==> src/rtl/intersection_sched.sv <==
// intersection_sched: tick prescaler and run/all-red sequencer for the intersection lights
module intersection_sched #(
  parameter int TICK_DIV   = 50_000_000,
  parameter int MAINT_HOLD = 3
) (
  input  logic       clk,
  input  logic       rst,
  input  logic       enable,
  input  logic       emergency,
  output logic       tick,
  output logic       run,
  output logic       all_red,
  output logic [6:0] cycle_cnt,
  output logic       cycle_wrap
);
  localparam int PW = $clog2(TICK_DIV);
  localparam int HW = $clog2(MAINT_HOLD + 1);
  localparam logic [PW-1:0] PMAX = PW'(TICK_DIV - 1);
  localparam logic [HW-1:0] HLOAD = HW'(MAINT_HOLD);
  localparam logic [6:0] LAST = 7'd68;
  typedef enum logic [2:0] {IDLE, SYNC, RUN, CLEAR, HOLD} state_t;
  state_t state, state_d;
  logic [PW-1:0] pre, pre_d;
  logic [HW-1:0] hold, hold_d;
  logic [6:0] cnt_d;
  logic stop, stop_d, wrap_d;
  assign pre_d = pre == PMAX ? '0 : pre + 1'b1;
  // Free-running prescaler; tick is registered so it lines up with pre == TICK_DIV-1
  always_ff @(posedge clk or posedge rst) begin
    if (rst) begin
      pre  <= '0;
      tick <= 1'b0;
    end else begin
      pre  <= pre_d;
      tick <= pre_d == PMAX;
    end
  end
  // Next-state: emergency pre-empts everything, otherwise transitions wait for tick
  always_comb begin
    state_d = state;
    cnt_d   = cycle_cnt;
    stop_d  = stop;
    hold_d  = hold;
    wrap_d  = 1'b0;
    if (emergency) begin
      state_d = CLEAR;
      cnt_d   = '0;
      stop_d  = 1'b0;
    end else begin
      case (state)
        IDLE: if (tick && enable) state_d = SYNC;
        SYNC: if (tick) begin
          state_d = RUN;
          cnt_d   = 7'd1;
        end
        RUN: if (tick) begin
          if (cycle_cnt == LAST && stop && !enable) begin
            state_d = IDLE;
            cnt_d   = '0;
            stop_d  = 1'b0;
          end else begin
            cnt_d  = cycle_cnt == LAST ? 7'd1 : cycle_cnt + 7'd1;
            wrap_d = cycle_cnt == LAST;
            stop_d = !enable;
          end
        end
        CLEAR: begin
          state_d = HOLD;
          hold_d  = HLOAD;
        end
        HOLD: if (tick) begin
          hold_d = hold - 1'b1;
          if (hold == HW'(1)) state_d = enable ? SYNC : IDLE;
        end
        default: state_d = IDLE;
      endcase
    end
  end
  // State and registered outputs, all decoded from the next state
  always_ff @(posedge clk or posedge rst) begin
    if (rst) begin
      state      <= IDLE;
      cycle_cnt  <= '0;
      stop       <= 1'b0;
      hold       <= '0;
      cycle_wrap <= 1'b0;
      run        <= 1'b0;
      all_red    <= 1'b1;
    end else begin
      state      <= state_d;
      cycle_cnt  <= cnt_d;
      stop       <= stop_d;
      hold       <= hold_d;
      cycle_wrap <= wrap_d;
      run        <= state_d == RUN;
      all_red    <= state_d == IDLE || state_d == CLEAR || state_d == HOLD;
    end
  end
endmodule

==> config.mk <==
export PLATFORM = sky130hd
export DESIGN_NAME = intersection_sched
export DESIGN_NICKNAME = d
export VERILOG_FILES = /design/src/rtl/intersection_sched.sv
export SDC_FILE = /design/constraint.sdc
export NUM_CORES = 1
export LEC_CHECK = 0
export BUFFER_PORTS_ARGS = -buffer_cell sky130_fd_sc_hd__buf_2
export CORE_ASPECT_RATIO = 1.5
export CORE_UTILIZATION = 30
export DETAILED_ROUTE_END_ITERATION = 7
export GPL_ROUTABILITY_DRIVEN = 0
export PLACE_DENSITY_LB_ADDON = 0.12
export SYNTH_ARGS = -nofsm -noshare
export SYNTH_HDL_FRONTEND = slang
export SYNTH_SLANG_ARGS = --single-unit
export TNS_END_PERCENT = 20
==> constraint.sdc <==
create_clock -name clk -period 3 [get_ports clk]
set_clock_uncertainty 0.15 [all_clocks]
set_input_delay 0.6 -clock clk [delete_from_list [all_inputs] [get_ports clk]]
set_output_delay 0.6 -clock clk [all_outputs]
set_load 0.05 [all_outputs]
; Yosys cells after proc, flatten, opt, wreduce, memory -nomap -nowiden
; Cells that the tools add are included.
[totals]
reg_bits = 43
elab_cells = 68
out_inout_bits = 11
input_bits = 4
[classes]
n_bitwise = 1
addsub = 3
mux = 26
reduce_logical = 15
n_eq_ne = 14
[ops]
columns = operator, n
row1 = $eq A26 B26 Y1 const B, 2
row2 = $mux W7, 5
row3 = $add A26 B1 Y26 const B, 1
row4 = $mux W26, 1
row5 = $mux W3, 7
row6 = $pmux W3 S5, 1
row7 = $pmux W7 S2, 1
row8 = $eq A3 B2 Y1 const B, 4
row9 = $mux W1, 9
row10 = $add A7 B1 Y7 const B, 1
row11 = $eq A7 B7 Y1 const B, 1
row12 = $eq A3 B3 Y1 const B, 2
row13 = $logic_not A3 Y1, 2
row14 = $ne A3 B3 Y1 const B, 2
row15 = $reduce_and A3 Y1, 2
row16 = $reduce_bool A2 Y1, 3
row17 = $pmux W2 S2, 1
row18 = $eq A3 B1 Y1 const B, 1
row19 = $logic_and A1 B1 Y1, 3
row20 = $reduce_bool A3 Y1, 1
row21 = $eq A2 B1 Y1 const B, 1
row22 = $logic_or A1 B1 Y1, 2
row23 = $mux W2, 1
row24 = $ne A2 B2 Y1 const B, 1
row25 = 4 further kinds, 4

; Longest topological paths before layout
; Gate-level depths: netlist (run 1).
[logic_depth]
depth_word = 10
depth_mapped = 8
ltp_nobuf = 8

; Worst setup path before layout (run 1)
; Ideal clock, no wire load.
[synth_path]
path_type = reg2reg
start = reg cycle_cnt[0]
end = reg cycle_cnt[3]
t_arrival_ns = 2.101
period_less_slack_ns = 2.332
n_path_buf = 0
t_required_ns = 2.769
slack_ns = 0.668
path_stages_with_launch = 9
path_cell_list = dfrtp_1 > inv_1 > ha_1 > nand4bb_1 > nor3_1 > or3_1 > or2_1 > nand2b_1 > o21ai_1
[synth_between]
elab_chain_cells = 7
word_cells_on_any_way = 9
cone_classes = 1 x add/sub / 1 x eq/ne / 5 x mux / 2 x reduce/logical
[synth_lines]
columns = item, line
row1 = "start, declared", 13  ; output logic [6:0] cycle_cnt,
row2 = "start signal, assigned", 91  ; cycle_cnt <= cnt_d;
row3 = branches (longest 3 deep; another with $add A7 B1 Y7), --
row4 = $mux W7 (*), 57  ; if (cycle_cnt == LAST && stop && !enable) begin
row5 = $mux W7 (*), 56  ; RUN: if (tick) begin
row6 = $pmux W7 S2 (*), 50  ; case (state)
row7 = $mux W7 (*), 45  ; if (emergency) begin
; Every way passes the cells marked *. The select of a mux whose other input is x is not followed.
; A chain may end at the register's enable or synchronous reset.

; Worst setup path after layout (run 1)
[layout_path]
start = reg pre[0]
end = reg tick
[layout_between]
elab_chain_cells = 3
word_cells_on_any_way = 4
cone_classes = 1 x add/sub / 2 x eq/ne / 1 x mux
[layout_lines]
columns = item, line
row1 = "start, declared", 23  ; logic [PW-1:0] pre, pre_d;
row2 = "start signal, assigned", 34  ; pre <= pre_d;
row3 = $add A26 B1 Y26 or $eq A26 B26 Y1 (tied branches), 27  ; assign pre_d = pre == PMAX ? '0 : pre + 1'b1;
row4 = $mux W26 (*), 27
row5 = $eq A26 B26 Y1 (*), 35  ; tick <= pre_d == PMAX;
row6 = "end signal, assigned", 32  ; tick <= 1'b0;
row7 = "end signal, assigned", 35
row8 = "end, declared", 10  ; output logic tick,
; Every way passes the cells marked *; elsewhere a longest branch is shown, timed or not.

==> flow_summary.yaml, run 1 <==
outcome:
  status: "complete, no violations"
route:
  num_vias: 1823
  finalWirelength_mm: 5.29
  firstDrtPassIters: 4
  wl_met2_mm: 2.90
  drtIter0Drc: 85
  wl_met3_um: 149
  post_drt_wl_per_cell_um: 14.6
  ant_nets: 0
  top_layer: "met4"
  drc: 0
  wl_met1_mm: 2.16
  vias_per_cell: 5.04
finish:
  stdcell_area_um2: 2670
  diodes: 0
  nFillCells: 784
  drive_above_1_share_pct: 14.2
  nets: 268
  area_growth_pct: 14.2
grt:
  antenna_found_initial: 0
  first_global_vias: 1892
  grtUsageTotal_pct: 15.1
  grt_pass1_wl_mm: 9.24
  grt-ovfl-total: 0
  grt_max_degree: 44
job:
  cap_viol_max_count: 0
synth:
  synth_compound_area_share_pct: 8.73
  yosysUniqueCellTypes: 49
  ys_seq_elements: 43
  syn_nets: 250
  synth_edf_count: 0
  synth-xor-area-share_pct: 8.62
  synth_top_area_share_pct: 45.0
  async_flop_share_pct: 100
  yosysMostFrequentCell: "dfrtp_1"
  synth_mux_area_share_pct: 0
  synthTopCellsByCount: "dfrtp_1 (42), nor2_1 (26), nand2_1 (19), xor2_1 (15), nand3_1 (13)"
  synth_top_family_by_area: "simple AND/OR/NAND/NOR gates"
  synth_area_per_cell_um2: 9.65
  synthAdderAreaFrac_pct: 2.14
  synth-simple-area-share_pct: 31.4
  syn-cell-area_um2: 2340
  synth_top_area_cell: "dfrtp_1"
  synth_area_leaders: "dfrtp_1 (45%), xor2_1 (5.6%), nor2_1 (4.2%)"
  synth_warnings: 0
  synth_flop_cell: "dfrtp_1"
  seq_area_frac_synth_pct: 46.1
  synthCells: 242
clock_tree:
  path_clk_slew_ns: 0.06
  cts_sinks: 43
  cts_tree: "built"
  cts_buffers: 5
  cts_resized: 0
  clk_latency_ns: 0.28
  root_buffer: "clkbuf_16"
  cts_hold_repair.buffers: 0
  postCtsSetupBuffers: 0
  clock_path_buffers: 2
  cts_htree_levels: 2
floorplanning:
  core_area_um2: 7560
  die_y_um: 110
  num_rows: 39
  start_util_pct: 30.9
  ios: 15
  die_area_um2: 8150
  die_w_um: 74.1
place:
  dp_hpwl_mm: 3.78
  io_buffers: 14
  dpl_cell_area_um2: 2520
timing:
  period_share_pct: 83.4
  finalMaxSlewViolations: 0
  rsz0062_at_grt: "false"
  max_slew_margin_pct: 37.9
  finalHoldViolCount: 0
  min_period_ns: 2.50
  finalSetupViolCount: 0
  fmaxAchievable_mhz: 400
  worst_pin_slew_ns: 0.930
  fin_setup_tns_ns: 0
critical_path:
  worstRegToRegCells: 7
  reg2reg_from: "pre[0]"
  cp_data_arrival_time_ns: 2.55
  cp_data_required_time_ns: 3.05
  crit_type: "reg2reg"
  cp-start-kind: "flip-flop"
  crit_fanout: 8
  cp-startpoint: "pre[0]"
  endpoint_kind: "flip-flop"
pwr:
  power.density_nw_per_um2: 455
  peakVddDrop_uv: 180
  leakagePower_nw: 1.18
hold_path:
  min_path_type: "reg2reg"
  hp-start: "pre[0]"
  whs_path_depth: 1
## worst max-delay path: stages (launching register included)
cell	delay [ns]
dfrtp_1	0.40
ha_1	0.27
nand4_1	0.26
nor4_4	0.62
nand4_1	0.20
xor2_1	0.21
o2111ai_1	0.14
a211oi_2	0.16
## sequential cells by signal, indices dropped and copies added, names as in the netlist
signal and cells:
cycle_cnt 7, cycle_wrap 1, tick 1, run 1
all_red 1, state 3, hold 2, stop 1
pre 26
## per-stage QoR
| stage | utilization (%) | hold WS, ns | power [mW] | setup slack [ns] | instances |
|---|---|---|---|---|---|
| after global placement | 33.4 | 0.338 | 0.678 | 0.628 | 355 |
| after global routing | 35.3 | 0.383 | 1.27 | 0.293 | 362 |
| after floorplan | - | 0.319 | 0.657 | 0.668 | 242 |
| final | 35.3 | 0.364 | 1.21 | 0.499 | 362 |
| after detailed placement | 33.4 | 0.356 | 0.678 | 0.508 | 355 |
| after CTS | 35.3 | 0.365 | 1.24 | 0.500 | 362 |
## per-layer routing
layer  up-vias  GRT usage [%]
met5         -              0
met4         0           5.91
met3         5           3.00
met2        29           27.4
met1       894           16.9
li1        895              -
## report_power, final
group	internal, mW	total [mW]	switching, mW
clock	0.325	0.548	0.223
combinational	0.0180	0.0683	0.0503
sequential	0.589	0.597	0.00789
total	0.932	1.21	0.281
## layout make-up
class                           instances  area [µm²]  area share, %
Clock buffer                            6         139           5.21
Clock inverter                          1        5.00          0.188
Inverter                               12        45.0           1.69
Multi-Input combinational cell        182        1190           44.6
Sequential cell                        43        1080           40.4
Tap cell                              102         128           4.78
Timing Repair Buffer                   16        85.1           3.19
## cells by family after synthesis
logic type / count (synthesis)
and+or+nand+nor: 124
DFF: 43
AOI/OAI and AO/OA: 31
xor gates and xnor gates: 23
buffers and inverters: 17
adders and majority gates: 4
## path summary, 6_finish.rpt
check | end | slack (ns)
min | pre[0] | 0.36
min reg2reg | pre[0] | 0.36
max | tick | 0.50
min in group asynchronous | cycle_cnt[2] | 0.37
max in group asynchronous | pre[24] | 1.75
max reg2reg | tick | 0.50
## layout by cell type (no fill, tap or decap), types with 4 or more instances in the layout
| cell | netlist | layout |
|---|---|---|
| nand4_1 | 10 | 10 |
| nor2_1 | 26 | 26 |
| nor3_1 | 10 | 10 |
| o21ai_0 | 9 | 9 |
| a21oi_1 | 4 | 4 |
| dfrtp_1 | 42 | 42 |
| buf_2 | 2 | 14 |
| and3_1 | 4 | 4 |
| ha_1 | 4 | 4 |
| xor2_1 | 15 | 15 |
| nand3_1 | 13 | 13 |
| xnor2_1 | 8 | 8 |
| clkbuf_16 | 0 | 5 |
| nand2_1 | 19 | 19 |
| inv_1 | 12 | 11 |
| nor4_1 | 4 | 4 |
| nor2b_1 | 7 | 7 |
(Power assumes the default switching activity.)
==> run 2: changes to the inputs <==
==> constraint.sdc (replaced) <==
create_clock -name clk -period 2.1 [get_ports clk]
set_clock_uncertainty 0.15 [all_clocks]
set_input_delay 0.42 -clock clk [delete_from_list [all_inputs] [get_ports clk]]
set_output_delay 0.42 -clock clk [all_outputs]
set_load 0.05 [all_outputs]
==> run 2 against run 1 <==
  * First-iteration DRC count decreased by 53%
  * Critical path depth increased by 2
  * Register-to-register slack got worse by 0.47 ns
  * Final area increased by 17%
  * Sequential cell count unchanged
  * Final cell count increased by 13%
  * Largest power group unchanged
  * Worst hold slack got worse by 0.037 ns
  * Sequential power increased by 43%
  * Largest cell class unchanged
  * Critical endpoint unchanged
  * Fmax increased by 20%
  * Clock power increased by 49%
  * Critical path type unchanged
  * Core utilization increased by 5.9 points
  * Highest routed layer unchanged
  * Via count increased by 8.4%
==> flow_summary.yaml, run 2 (synthesis results as in run 1) <==
finish:
  final_cells: 408
  drive_above_1_share_pct: 31.4
  area_growth_pct: 33.2
  nFillCells: 774
  nets: 313
  final_cell_mix: "buf_4 (45), dfrtp_1 (38), nor2_1 (26), nand2_1 (19), buf_2 (14)"
  top_regs: "pre x26, cycle_cnt x7, state x3"
  diodes: 0
  layout_commonest_cell: "buf_4"
  multi_input_area_um2: 1260
  stdcell_area_um2: 3110
  post-route-util_pct: 41.1
  seqCellArea_um2: 1080
  largest_reg_flops: 26
  largest_register: "pre"
timing:
  fmaxAchievable_mhz: 482
  worst_pin_slew_ns: 0.408
  min_period_ns: 2.08
  worst_slack_ns: 0.0245
  finalMaxSlewViolations: 0
  finalSetupViolCount: 0
  period_share_pct: 98.8
  rsz0062_at_grt: "true"
  fin_setup_tns_ns: 0
  finalHoldViolCount: 0
  timing.hold.ws_ns: 0.327
  max_slew_margin_pct: 72.6
job:
  cap_viol_max_count: 0
route:
  post_drt_wl_per_cell_um: 14.0
  num_vias: 1977
  top_layer: "met4"
  finalWirelength_mm: 5.73
  wl_met1_mm: 2.40
  drtIter0Drc: 40
  wl_met2_mm: 3.09
  drc: 0
  wl_met3_um: 103
  firstDrtPassIters: 4
  vias_per_cell: 4.85
  ant_nets: 0
clock_tree:
  cts_buffers: 5
  cts_htree_levels: 2
  clock_path_buffers: 2
  path_clk_slew_ns: 0.06
  root_buffer: "clkbuf_16"
  clk_latency_ns: 0.28
  cts_tree: "built"
  cts_sinks: 43
floorplanning:
  die_w_um: 74.1
  ios: 15
  num_rows: 39
  die_y_um: 110
  die_area_um2: 8150
  start_util_pct: 30.9
  core_area_um2: 7560
hold_path:
  min_path_type: "in2reg"
  hp-start: "emergency"
  whs_path_depth: 3
  min_to: "state[2]"
critical_path:
  crit_type: "reg2reg"
  worstRegToRegCells: 9
  cp_data_required_time_ns: 2.15
  reg2reg_from: "pre[0]"
  cp-start-kind: "flip-flop"
  crit_slowest_cell: "dfrtp_1"
  regToRegEndpoint: "tick"
  cp.buffers_inverters: 2
  crit_path_max_incr_delay_ns: 0.35
  cp-startpoint: "pre[0]"
  cpLargestDelayFamily: "simple AND/OR/NAND/NOR gates"
  path_cells: "ha_1 > nand4_1 > buf_4 > nor4_4 > buf_4 > nand4_1 > xor2_2 > o2111ai_2 > a211oi_2"
  r2r_setup_slack_ns: 0.02
  endpoint_kind: "flip-flop"
  crit_fanout: 4
  cp_data_arrival_time_ns: 2.12
place:
  io_buffers: 14
  dpl_cell_area_um2: 2860
  pre_cts_ws_ns: -0.0669
  dp_hpwl_mm: 4.32
  dp.cells: 398
grt:
  first_global_vias: 1990
  grt_pass1_wl_mm: 9.50
  grt_max_degree: 30
  grt-ovfl-total: 0
  grtUsageTotal_pct: 15.8
  antenna_found_initial: 0
pwr:
  peakVddDrop_uv: 289
  power.density_nw_per_um2: 576
  leakagePower_nw: 1.42
  power.total_mw: 1.79
outcome:
  status: "complete, no violations"
==> run 2: worst max-delay path by stage <==
stage	to	cells past startpoint
final	tick	9
after global routing	tick	9
after CTS	state[1]	7
after detailed placement	tick	7
after global placement	tick	7
after floorplan	cycle_cnt[3]	8
==> run 2: area by class of cell <==
class,count,share of cell area (%)
Inverter,12,1.45
Timing Repair Buffer,61,14.1
Multi-Input combinational cell,182,40.5
Tap cell,102,4.10
Clock buffer,8,5.03
Sequential cell,43,34.8
==> run 2: worst min-delay path, cell delays in order <==
cell and delay (ns):
buf_2 0.09, buf_4 0.16, a21oi_1 0.05
==> run 2: what timing repair did <==
action	4_1_cts	5_1_grt
gates cloned	0	0
setup endpoints to repair	2	10
hold endpoints to repair	13	0
pin swaps	1	1
resized for setup	7	9
hold buffers	1	0
setup buffers	0	1
==> run 2: power breakdown <==
group / leakage (nW) / switching (mW) / total, mW / internal [mW]
registers: 0.559 / 0.0112 / 0.853 / 0.842
logic: 0.788 / 0.0794 / 0.120 / 0.0411
clock network: 0.0772 / 0.312 / 0.819 / 0.507
total: 1.42 / 0.403 / 1.79 / 1.39
==> run 2: metal layers <==
metal | track usage, % | vias to the layer above
met1 | 16.9 | 964
met4 | 7.42 | 0
met3 | 2.82 | 8
met5 | 0 | -
li1 | - | 982
met2 | 29.1 | 23
==> run 3: changes to the inputs <==
--- a/config.mk
+++ b/config.mk
@@ -7,7 +7,7 @@
 export LEC_CHECK = 0
 export BUFFER_PORTS_ARGS = -buffer_cell sky130_fd_sc_hd__buf_2
 export CORE_ASPECT_RATIO = 1.5
-export CORE_UTILIZATION = 30
+export CORE_UTILIZATION = 45
 export DETAILED_ROUTE_END_ITERATION = 7
 export GPL_ROUTABILITY_DRIVEN = 0
 export PLACE_DENSITY_LB_ADDON = 0.12
==> run 3 against run 2 <==
  * The run now ends with setup timing left
  * Worst setup slack worse by 0.095 ns
  * Fmax down 4.4%
  * Sequential power about the same
  * Clock-buffer cell count down 2
  * Via count down 2.2%
  * Highest routed layer unchanged
==> flow_summary.yaml, run 3 (synthesis results as in run 1) <==
outcome:
  status: "complete, but fails checks"
  violations: "setup timing"
timing:
  finalMaxSlewViolations: 0
  min_period_ns: 2.17
  period_share_pct: 103
  finalSetupViolCount: 1
  worst_slack_ns: -0.0702
  fin_setup_tns_ns: -0.0702
  max_slew_margin_pct: 58.5
  rsz0062_at_grt: "true"
  worst_pin_slew_ns: 0.619
  fmaxAchievable_mhz: 461
  finalHoldViolCount: 0
  timing.hold.ws_ns: 0.265
finish:
  drive_above_1_share_pct: 26.9
  diodes: 0
  area_growth_pct: 25.0
  top_regs: "pre x26, cycle_cnt x7, state x3"
  largest_register: "pre"
  nets: 304
  layout_commonest_cell: "dfrtp_1"
  stdcell_area_um2: 2920
  largest_reg_flops: 26
  final_cell_mix: "dfrtp_1 (40), buf_4 (36), nor2_1 (26), nand2_1 (19), xor2_1 (15)"
  final_cells: 363
critical_path:
  crit_type: "reg2reg"
  cp_data_arrival_time_ns: 2.24
  cp_data_required_time_ns: 2.17
  reg2reg_from: "pre[0]"
  path_cells: "ha_2 > nand4_1 > buf_4 > nor4_4 > buf_4 > nand2_4 > xnor2_1 > nand4bb_1 > a211oi_2"
  crit_fanout: 4
  worstRegToRegCells: 9
  regToRegEndpoint: "tick"
  endpoint_kind: "flip-flop"
  r2r_setup_slack_ns: -0.07
  cp-start-kind: "flip-flop"
  crit_slowest_cell: "dfrtp_1"
  cp_common_cell: "buf_4"
  crit_path_max_incr_delay_ns: 0.36
clock_tree:
  path_clk_slew_ns: 0.08
  root_buffer: "clkbuf_8"
  clock_path_buffers: 2
  clk_latency_ns: 0.30
  cts_buffers: 5
  cts_tree: "built"
  cts_htree_levels: 2
  cts_sinks: 43
floorplanning:
  die_y_um: 90.2
  die_w_um: 60.8
  start_util_pct: 47.4
  ios: 15
  die_area_um2: 5490
  num_rows: 31
  core_area_um2: 4930
grt:
  first_global_vias: 1912
  grt-busiest-layer: "met2"
  grtUsageTotal_pct: 20.5
  grt-ovfl-total: 0
  grt_pass1_wl_mm: 8.40
  grt_max_degree: 28
  antenna_found_initial: 0
  grt_use_met2_pct: 35.9
  grtUsageMet3_pct: 4.03
  use_met1_pct: 23.4
place:
  io_buffers: 14
  dp_hpwl_mm: 3.72
  dp.cells: 351
  dpl_cell_area_um2: 2730
route:
  post_drt_wl_per_cell_um: 13.7
  num_vias: 1934
  firstDrtPassIters: 5
  vias_per_cell: 5.33
  drc: 0
  ant_nets: 0
  finalWirelength_mm: 4.98
  drtIter0Drc: 108
pwr:
  peakVddDrop_uv: 374
  power.density_nw_per_um2: 560
  leakagePower_nw: 1.36
job:
  cap_viol_max_count: 0
hold_path:
  hp-start: "emergency"
  whs_path_depth: 2
  min_path_type: "in2reg"
  min_to: "state[2]"
==> run 3: per-layer routing <==
layer	vias to the layer above	routed length (µm)
met5	-	0
met4	0	100
met3	8	126
met2	32	2630
met1	934	2120
li1	960	-
==> run 3: how the worst max path moves through the flow <==
stage | start | end | cells after the start
global placement | pre[7] | tick | 6
floorplan | cycle_cnt[0] | cycle_cnt[3] | 8
finish | pre[0] | tick | 9
detailed placement | cycle_cnt[0] | state[1] | 7
CTS | pre[0] | tick | 8
global route | pre[1] | tick | 8
==> run 3: layout make-up <==
class	instances	area [µm²]
well taps	66	82.6
clock inverters	2	35.0
inverters	12	45.0
fillers	440	2010
repair buffers	52	370
multi-input cells	182	1220
flip-flops and latches	43	1080
clock buffers	6	82.6
==> run 3: stage by stage <==
stage	total power [mW]	setup slack [ns]	util (%)
floorplan	0.939	-0.0701	-
global placement	0.976	-0.000111	55.5
detailed placement	0.976	0.0209	55.5
CTS	1.65	0.00331	58.1
global route	1.70	-0.237	59.3
finish	1.63	-0.0702	59.3
==> run 3: critical path, delay by kind of cell, from the launching register on <==
| family | cells | cell delay [ns] |
|---|---|---|
| buf+inv | 2 | 0.37 |
| simple gates | 4 | 0.71 |
| xor+xnor | 1 | 0.13 |
| fa+ha+maj | 1 | 0.17 |
| compound gates | 1 | 0.20 |
| flops | 1 | 0.36 |
==> run 3: repair_timing <==
item	CTS	global route
gates resized for setup	0	8
endpoints found under the hold margin	16	0
setup buffers	0	3
setup endpoints to repair	0	9
hold buffers	1	0
==> run 3: power breakdown <==
group	internal, mW	switching, mW
Sequential	0.840	0.00945
Combinational	0.0366	0.0743
Clock	0.385	0.289
Total	1.26	0.373
